## config.mk

```make
export PLATFORM = sky130hd
export DESIGN_NAME = urv_shifter_pipe
export DESIGN_NICKNAME = d
export VERILOG_FILES = /design/src/rtl/urv_shifter_pipe_pkg.sv /design/src/rtl/urv_shift_stage.sv /design/src/rtl/urv_shifter_pipe.sv
export SDC_FILE = /design/constraint.sdc
export NUM_CORES = 1
export LEC_CHECK = 0
export BUFFER_PORTS_ARGS = -buffer_cell sky130_fd_sc_hd__buf_4
export CAP_MARGIN = 10
export CORE_MARGIN = 2
export CORE_UTILIZATION = 47
export CTS_BUF_LIST = sky130_fd_sc_hd__clkbuf_8
export DETAILED_ROUTE_END_ITERATION = 16
export GPL_ROUTABILITY_DRIVEN = 1
export PLACE_DENSITY = 0.67
export SYNTH_ARGS = -nofsm -noshare
export SYNTH_HDL_FRONTEND = slang
export SYNTH_SLANG_ARGS = --single-unit
```

## constraint.sdc

```tcl
create_clock -name clk_i -period 4.65 [get_ports clk_i]
set_clock_uncertainty 0.1 [all_clocks]
set_input_delay 0.465 -clock clk_i [delete_from_list [all_inputs] [get_ports clk_i]]
set_output_delay 0.465 -clock clk_i [all_outputs]
set_load 0.02 [all_outputs]
```

## src/rtl/urv_shifter_pipe_pkg.sv

```systemverilog
// Function codes and shift-mode encodings shared by the shifter pipe and its users.
`ifndef FUNC_SL
`define FUNC_SL 3'b001
`endif
`ifndef FUNC_SR
`define FUNC_SR 3'b101
`endif
`ifndef SHIFT_MODE_ROT
`define SHIFT_MODE_ROT 2'b10
`endif

package urv_shifter_pipe_pkg;
  localparam logic [2:0] FN_SL = `FUNC_SL;
  localparam logic [2:0] FN_SR = `FUNC_SR;

  // Mode carried in the stage registers; rotate wraps, arith sign-fills.
  typedef enum logic [1:0] {
    MODE_LOGIC = 2'b00,
    MODE_ARITH = 2'b01,
    MODE_ROT   = `SHIFT_MODE_ROT
  } shmode_e;
endpackage

```

## src/rtl/urv_shift_stage.sv

```systemverilog
// One barrel-shifter rank: conditional right shift by AMT with fill or wrap.
module urv_shift_stage #(
  parameter int WIDTH = 32,
  parameter int AMT   = 1
) (
  input  logic [WIDTH-1:0] d_i,
  input  logic             en_i,
  input  logic             wrap_i,
  input  logic             fill_i,
  output logic [WIDTH-1:0] q_o
);
  logic [WIDTH-1:0] shifted;

  always_comb begin
    shifted = {{AMT{fill_i}}, d_i[WIDTH-1:AMT]};
    if (wrap_i) shifted = {d_i[AMT-1:0], d_i[WIDTH-1:AMT]};
    q_o = en_i ? shifted : d_i;
  end
endmodule

```

## src/rtl/urv_shifter_pipe.sv

```systemverilog
// Pipelined shift/rotate unit; left ops run as reverse -> right op -> reverse.
module urv_shifter_pipe
  import urv_shifter_pipe_pkg::*;
#(
  parameter int WIDTH       = 32,
  parameter int PIPE_STAGES = 2
) (
  input  logic                     clk_i,
  input  logic                     rst_i,
  input  logic                     x_stall_i,
  input  logic                     x_kill_i,
  input  logic                     d_valid_i,
  input  logic                     d_is_shift_i,
  input  logic [WIDTH-1:0]         d_rs1_i,
  input  logic [$clog2(WIDTH)-1:0] d_shamt_i,
  input  logic [2:0]               d_fun_i,
  input  logic                     d_shifter_sign_i,
  input  logic                     d_rotate_i,
  output logic [WIDTH-1:0]         w_rd_o,
  output logic                     w_valid_o
);
  localparam int SHW = $clog2(WIDTH);
  // Lowest shamt bit resolved ahead of the stage-1 register.
  localparam int LO  = (PIPE_STAGES == 2) ? 3 : 0;

  function automatic logic [WIDTH-1:0] bitrev(input logic [WIDTH-1:0] v);
    logic [WIDTH-1:0] r;
    for (int i = 0; i < WIDTH; i++) r[i] = v[WIDTH-1-i];
    return r;
  endfunction

  logic             acc, left, fill;
  shmode_e          mode;
  logic [WIDTH-1:0] opnd, res;
  logic             res_left, res_vld;
  logic [WIDTH-1:0] ch_hi [LO:SHW];
  logic [WIDTH-1:0] w_rd_q, w_rd_d;
  logic             w_valid_q, w_valid_d;

  always_comb begin
    acc  = d_valid_i & d_is_shift_i;
    left = (d_fun_i == FN_SL);
    mode = d_rotate_i ? MODE_ROT : ((!left && d_shifter_sign_i) ? MODE_ARITH : MODE_LOGIC);
    fill = (mode == MODE_ARITH) & d_rs1_i[WIDTH-1];
    opnd = left ? bitrev(d_rs1_i) : d_rs1_i;
  end

  assign ch_hi[SHW] = opnd;

  for (genvar k = LO; k < SHW; k++) begin : g_hi
    urv_shift_stage #(.WIDTH(WIDTH), .AMT(1 << k)) u_stage (
      .d_i    (ch_hi[k+1]),
      .en_i   (d_shamt_i[k]),
      .wrap_i (mode == MODE_ROT),
      .fill_i (fill),
      .q_o    (ch_hi[k])
    );
  end

  if (PIPE_STAGES == 2) begin : g_s1
    logic [WIDTH-1:0] data_q, data_d;
    logic [2:0]       shlo_q, shlo_d;
    shmode_e          mode_q, mode_d;
    logic             fill_q, fill_d, left_q, left_d, vld_q, vld_d;
    logic [WIDTH-1:0] ch_lo [0:3];

    always_comb begin
      data_d = data_q;
      shlo_d = shlo_q;
      mode_d = mode_q;
      fill_d = fill_q;
      left_d = left_q;
      vld_d  = vld_q;
      if (!x_stall_i) begin
        data_d = ch_hi[LO];
        shlo_d = d_shamt_i[2:0];
        mode_d = mode;
        fill_d = fill;
        left_d = left;
        vld_d  = acc;
      end
      if (x_kill_i) vld_d = 1'b0;
    end

    always_ff @(posedge clk_i) begin
      if (rst_i) begin
        data_q <= '0;
        shlo_q <= '0;
        mode_q <= MODE_LOGIC;
        fill_q <= 1'b0;
        left_q <= 1'b0;
        vld_q  <= 1'b0;
      end else begin
        data_q <= data_d;
        shlo_q <= shlo_d;
        mode_q <= mode_d;
        fill_q <= fill_d;
        left_q <= left_d;
        vld_q  <= vld_d;
      end
    end

    assign ch_lo[3] = data_q;

    for (genvar k = 0; k < 3; k++) begin : g_lo
      urv_shift_stage #(.WIDTH(WIDTH), .AMT(1 << k)) u_stage (
        .d_i    (ch_lo[k+1]),
        .en_i   (shlo_q[k]),
        .wrap_i (mode_q == MODE_ROT),
        .fill_i (fill_q),
        .q_o    (ch_lo[k])
      );
    end

    assign res      = ch_lo[0];
    assign res_left = left_q;
    assign res_vld  = vld_q;
  end else begin : g_s0
    assign res      = ch_hi[0];
    assign res_left = left;
    assign res_vld  = acc;
  end

  // Result only loads with a live op, so w_rd_o holds while w_valid_o is low.
  always_comb begin
    w_rd_d    = w_rd_q;
    w_valid_d = w_valid_q;
    if (!x_stall_i) begin
      w_valid_d = res_vld;
      if (res_vld) w_rd_d = res_left ? bitrev(res) : res;
    end
    if (x_kill_i) begin
      w_valid_d = 1'b0;
      w_rd_d    = w_rd_q;
    end
  end

  always_ff @(posedge clk_i) begin
    if (rst_i) begin
      w_rd_q    <= '0;
      w_valid_q <= 1'b0;
    end else begin
      w_rd_q    <= w_rd_d;
      w_valid_q <= w_valid_d;
    end
  end

  assign w_rd_o    = w_rd_q;
  assign w_valid_o = w_valid_q;
endmodule

```

After elaboration in Yosys (flattened, before gate mapping)
Index checks and enable logic that the tools add are counted.
{ "op_classes": {"eq_ne": 4, "n_mux": 14, "n_bitwise": 4, "reduce_logical": 4} }
{ "ops": {"columns": ["cell", "n"], "rows": [
  ["$mux 32", 12],
  ["$eq 2x2->1 const B", 2],
  ["$eq 3x1->1 const B", 1],
  ["$reduce_and 3->1", 1],
  ["$and 1x1->1", 2],
  ["$eq 2x1->1 const B", 1],
  ["$mux 2", 1],
  ["$not 1->1", 2],
  ["$reduce_or 2->1", 1],
  ["$logic_and 1x1->1", 1],
  ["$logic_not 1->1", 1],
  ["$mux 1", 1]
]} }
{ "totals": {"ff_bits": 73, "input_bits": 48} }

Logic depth before layout (Yosys ltp)
{ "depth": {"ltp_word": 11, "ltp_mapped": 8, "ltp_nobuf": 5} }

Hierarchy
A second synthesis with hierarchy kept.
{ "unflattened": {"hier_cells": 570, "hier_area_um2": 6229.7} }
{ "modules_own_cells": {"columns": ["mod", "instances", "cells_each", "area_per_inst_um2"], "rows": [
  ["urv_shifter_pipe", 1, 318, 3445.8],
  ["urv_shift_stage (g_hi[4].u_stage)", 1, 74, 643.1],
  ["urv_shift_stage (g_s1.g_lo[0].u_stage)", 1, 38, 544.3],
  ["urv_shift_stage (g_s1.g_lo[2].u_stage)", 1, 45, 540.5],
  ["urv_shift_stage (g_s1.g_lo[1].u_stage)", 1, 40, 535.5],
  ["urv_shift_stage (g_hi[3].u_stage)", 1, 55, 520.5]
]} }

Worst setup path after synthesis
No wires, ideal clock.
{ "synth_timing": {"path_type": "input -> register", "start": "in d_fun_i[2]", "end": "reg g_s1.data_q[13]", "t_arrival_ns": 1.777, "required_ns": 4.422, "path_slack_ns": 2.645, "cell_stages": 7, "path_cell_list": "or3b_1 > buf_6 > a41oi_4 > buf_6 > a32oi_1 > a22oi_1 > o21ai_1"} }
{ "synth_between": {"elab_chain_len": 11, "word_cells_on_any_way": 13} }
{ "synth_lines": {"columns": ["element", "line_no", "rtl"], "rows": [
  ["start, declared", "urv_shifter_pipe.sv:16", "input logic [2:0] d_fun_i,"],
  ["$eq 3x1->1 *", "urv_shifter_pipe.sv:42", "left = (d_fun_i == FN_SL);"],
  ["$logic_not 1->1", "urv_shifter_pipe.sv:43", "mode = d_rotate_i ? MODE_ROT : ((!left && d_shifter_sign_i) ? MODE_ARITH : MODE_LOGIC);"],
  ["$logic_and 1x1->1", "urv_shifter_pipe.sv:43", null],
  ["$mux 1", "urv_shifter_pipe.sv:43", null],
  ["$mux 2", "urv_shifter_pipe.sv:43", null],
  ["$eq 2x1->1", "urv_shifter_pipe.sv:44", "fill = (mode == MODE_ARITH) & d_rs1_i[WIDTH-1];"],
  ["$and 1x1->1", "urv_shifter_pipe.sv:44", null],
  ["$mux 32", "urv_shift_stage.sv:16", "if (wrap_i) shifted = {d_i[AMT-1:0], d_i[WIDTH-1:AMT]};"],
  ["$mux 32 *", "urv_shift_stage.sv:17", "q_o = en_i ? shifted : d_i;"],
  ["$mux 32", "urv_shift_stage.sv:16", null],
  ["$mux 32 *", "urv_shift_stage.sv:17", null],
  ["end signal, assigned", "urv_shifter_pipe.sv:94", "data_q <= data_d;"],
  ["end, declared", "urv_shifter_pipe.sv:61", "logic [WIDTH-1:0] data_q, data_d;"]
]} }
Mark *: on every way between the ends. The rest lies on a longest branch, timed or not.
A chain may end at the register's enable or synchronous reset.

Worst setup path in the final report
{ "layout_timing": {"start": "reg g_s1.shlo_q[1]", "end": "reg w_rd_q[4] (netlist: w_rd_o[4])"} }
{ "layout_between": {"elab_chain_len": 4} }
{ "layout_lines": {"columns": ["element", "line_no", "rtl"], "rows": [
  ["start, declared", "urv_shifter_pipe.sv:62", "logic [2:0] shlo_q, shlo_d;"],
  ["start signal, assigned", "urv_shifter_pipe.sv:95", "shlo_q <= shlo_d;"],
  ["$mux 32 *", "urv_shift_stage.sv:17", null],
  ["$mux 32", "urv_shift_stage.sv:16", null],
  ["$mux 32 *", "urv_shift_stage.sv:17", null],
  ["$mux 32 *", "urv_shifter_pipe.sv:130", "if (res_vld) w_rd_d = res_left ? bitrev(res) : res;"],
  ["end signal, assigned", "urv_shifter_pipe.sv:143", "w_rd_q <= w_rd_d;"],
  ["end, declared", "urv_shifter_pipe.sv:37", "logic [WIDTH-1:0] w_rd_q, w_rd_d;"]
]} }
Marks and branches as above.

==> summary.md <==
| Metric | Value |
|---|---|
| Unrepaired setup endpoints after global routing | `false` |
| CP max FO | `51` |
| Area leader, netlist | `dfxtp_1` |
| Critical Path Sink | `w_rd_o[4]` |
| Total of warnings raised by yosys | `0` |
| CTS Buf Count | `9` |
| Peak supply drop | `0.000120 V` |
| Hold wc startpoint | `x_kill_i` |
| Skew-Pair Late Insertion Delay | `360 ps` |
| Ys async rst share | `0%` |
| Worst slew pin tran | `1140 ps` |
| Drt first pass iters | `5` |
| Antenna-violating nets left | `0` |
| Mapped cell area | `5240 um^2` |
| Post-synth net total | `648` |
| Root Driver | `clkbuf_8` |
| WP data arrival | `2800 ps` |
| Reg2reg end | `w_rd_o[4]` |
| Area grow syn2layout | `13.1%` |
| Port bufs | `80` |
| Top-area cell type share of the netlist area | `27.9%` |
| DRC viols | `0` |
| Row Count | `38` |
| Cts hold-fix bufs | `0` |
| Clock sink count | `73` |
| Aggregate global-route resource usage | `26.1%` |
| Routed wire length per instance | `19.8 um` |
| Number of post-CTS setup repair buffers | `0` |
| Final hold viol count | `0` |
| Vias in the first global route | `4834` |
| CP required | `4790 ps` |
| Max-cap violations | `0` |
| Core area | `10800 um^2` |
| Synth cell types | `46` |
| Final period util | `57.1%` |
| CTS H-tree lvls | `3` |
| R2R setup slack | `2000 ps` |
| # diodes | `0` |
| Io pins | `81` |
| Syn Inst Count | `600` |
| Critical path type | `reg -> reg` |
| #FFs+latches synth | `73` |
| GRT overflow | `0` |
| Proportion of layout cells with a drive suffix above 1 | `22.4%` |
| DR vias/cell | `6.58` |
| Hold Crit Class | `in -> reg` |
| Vias post-DR | `5115` |
| First-pass GRT wire length | `24.8 mm` |
| Die X | `110 um` |
| Critical path capture point type | `register` |
| Clock buffer depth | `2` |
| CTS tree | `done` |
| P_leak | `2.33 nW` |
| Final critical-path required period | `2650 ps` |
| Status | `finished clean` |
| Avg Cell Area, Syn | `8.73 um^2` |
| Sequential-to-total area share from yosys stat | `27.9%` |
| Cell with the most instances after synthesis | `mux2i_1` |
| Initial DRC Count | `354` |
| Synth top area cells | `dfxtp_1 (28%), mux2i_1 (15%), mux2_2 (6.2%)` |
| Power per cell area | `262 nW/um^2` |
| Number of synthesized flops with an enable pin | `0` |
| Final net count | `680` |
| Worst-path clk slew | `80 ps` |
| Die ar. | `12000 um^2` |
| Die height | `110 um` |
| Starting Density | `48.3%` |
| Final non-filler cell total | `777` |
| Setup crit start kind | `register` |
| Cell total after placement | `761` |
| Final wirelength | `15.3 mm` |
| Reg2reg start | `g_s1.shlo_q[1]` |
| Ys flop type | `dfxtp_1` |
| Final slew viol count | `0` |
| Count of final setup violators | `0` |
| Post-cts repair resize count | `0` |
| Largest net degree at the start of global routing | `62` |
| Dpl ws | `1800 ps` |
| Routability cong. | `0.906` |
| Critical Path Start | `g_s1.shlo_q[1]` |
| Setup TNS | `0 ps` |
| Relative slew slack | `24.1%` |
| Post-synth top cells | `mux2i_1 (78), dfxtp_1 (73), nor2_1 (38), nand3_1 (34), mux2_2 (29)` |
| Fmax | `377 MHz` |
| DP HPWL | `11.1 mm` |
| Initial antenna violation count | `0` |
| Final WS setup | `2000 ps` |
| Reg2reg path depth | `5` |
==> worst max-delay path: stages, from the launching register on <==
cell and delay, ps:
dfxtp_2 1080, inv_1 340, o21ai_0 170, o32ai_1 120
a221o_1 400, a221o_1 310
==> area by class of cell <==
type                       count  area (um^2)
fill                        1001         4920
clock inverter                 5         30.0
tap                          140          175
timing repair buffer          84          631
sequential                    73         1460
inverter                       6         22.5
clock buffer                  11          151
multi-input combinational    458         3450
==> state kept, by name, indices dropped and copies added, names as in the netlist <==
signal       cells
g_s1.mode_q      2
g_s1.fill_q      1
g_s1.vld_q       1
g_s1.left_q      1
w_valid_o        1
w_rd_o          32
g_s1.shlo_q      3
g_s1.data_q     32
==> metal layers <==
layer	vias to the layer above	routed length [um]	GRT usage, %
met5	-	0	0
met4	0	333	7.96
met3	31	919	4.27
met2	207	7390	42.6
met1	2487	6700	35.3
li1	2390	-	-
==> how the worst min path moves through the flow <==
stage	end	slack [ps]	cells after the start
after floorplan	g_s1.data_q[11]	350	2
after global placement	w_rd_o[7]	340	1
after detailed placement	w_rd_o[7]	360	1
after CTS	w_valid_o	180	2
after global routing	w_valid_o	180	2
final	w_valid_o	190	2
==> placed cells by master (no fill, tap or decap), types with 3 or more instances in the layout <==
cell type and n:
dfxtp_1 71, o211ai_1 3, a22oi_1 17, mux4_2 8, nor3_1 24, mux2_2 29
o21ai_1 5, clkbuf_8 11, a32oi_1 17, nor2_1 38, and3b_1 4, a211oi_1 9
nor2b_1 21, a21oi_1 17, buf_4 84, o21ai_0 19, nand2_1 27, nand2b_1 3
o31ai_1 4, o32ai_1 4, nand3_1 34, a221o_1 17, o221ai_1 18, inv_1 7
mux2i_1 78, nand3b_1 16, o22ai_1 25
==> cells by family after synthesis <==
kind of cell           synth area share (%)
muxes                                  24.6
AOI/OAI and AO/OA                      23.8
buffers and inverters                  6.35
and+or+nand+nor                        17.4
DFF                                    27.9
==> metrics by stage <==
| step | instance area (um^2) | util, % | power [mW] | hold WS [ps] |
|---|---|---|---|---|
| 4_1_cts | 5920 | 54.7 | 1.55 | 181 |
| 6_report | 5920 | 54.7 | 1.55 | 191 |
| 3_3_place_gp | 5740 | 53.0 | 1.08 | 341 |
| 2_1_floorplan | 5240 | - | 0.971 | 354 |
| 3_5_place_dp | 5740 | 53.0 | 1.09 | 358 |
| 5_1_grt | 5920 | 54.7 | 1.62 | 176 |
==> power by group <==
| part | internal [mW] | leakage (nW) | switching [mW] |
|---|---|---|---|
| sequential | 0.652 | 0.597 | 0.0516 |
| combinational | 0.170 | 1.64 | 0.208 |
| clock | 0.221 | 0.0969 | 0.247 |
| total | 1.04 | 2.33 | 0.506 |
Power figures use the tool's default switching activity.
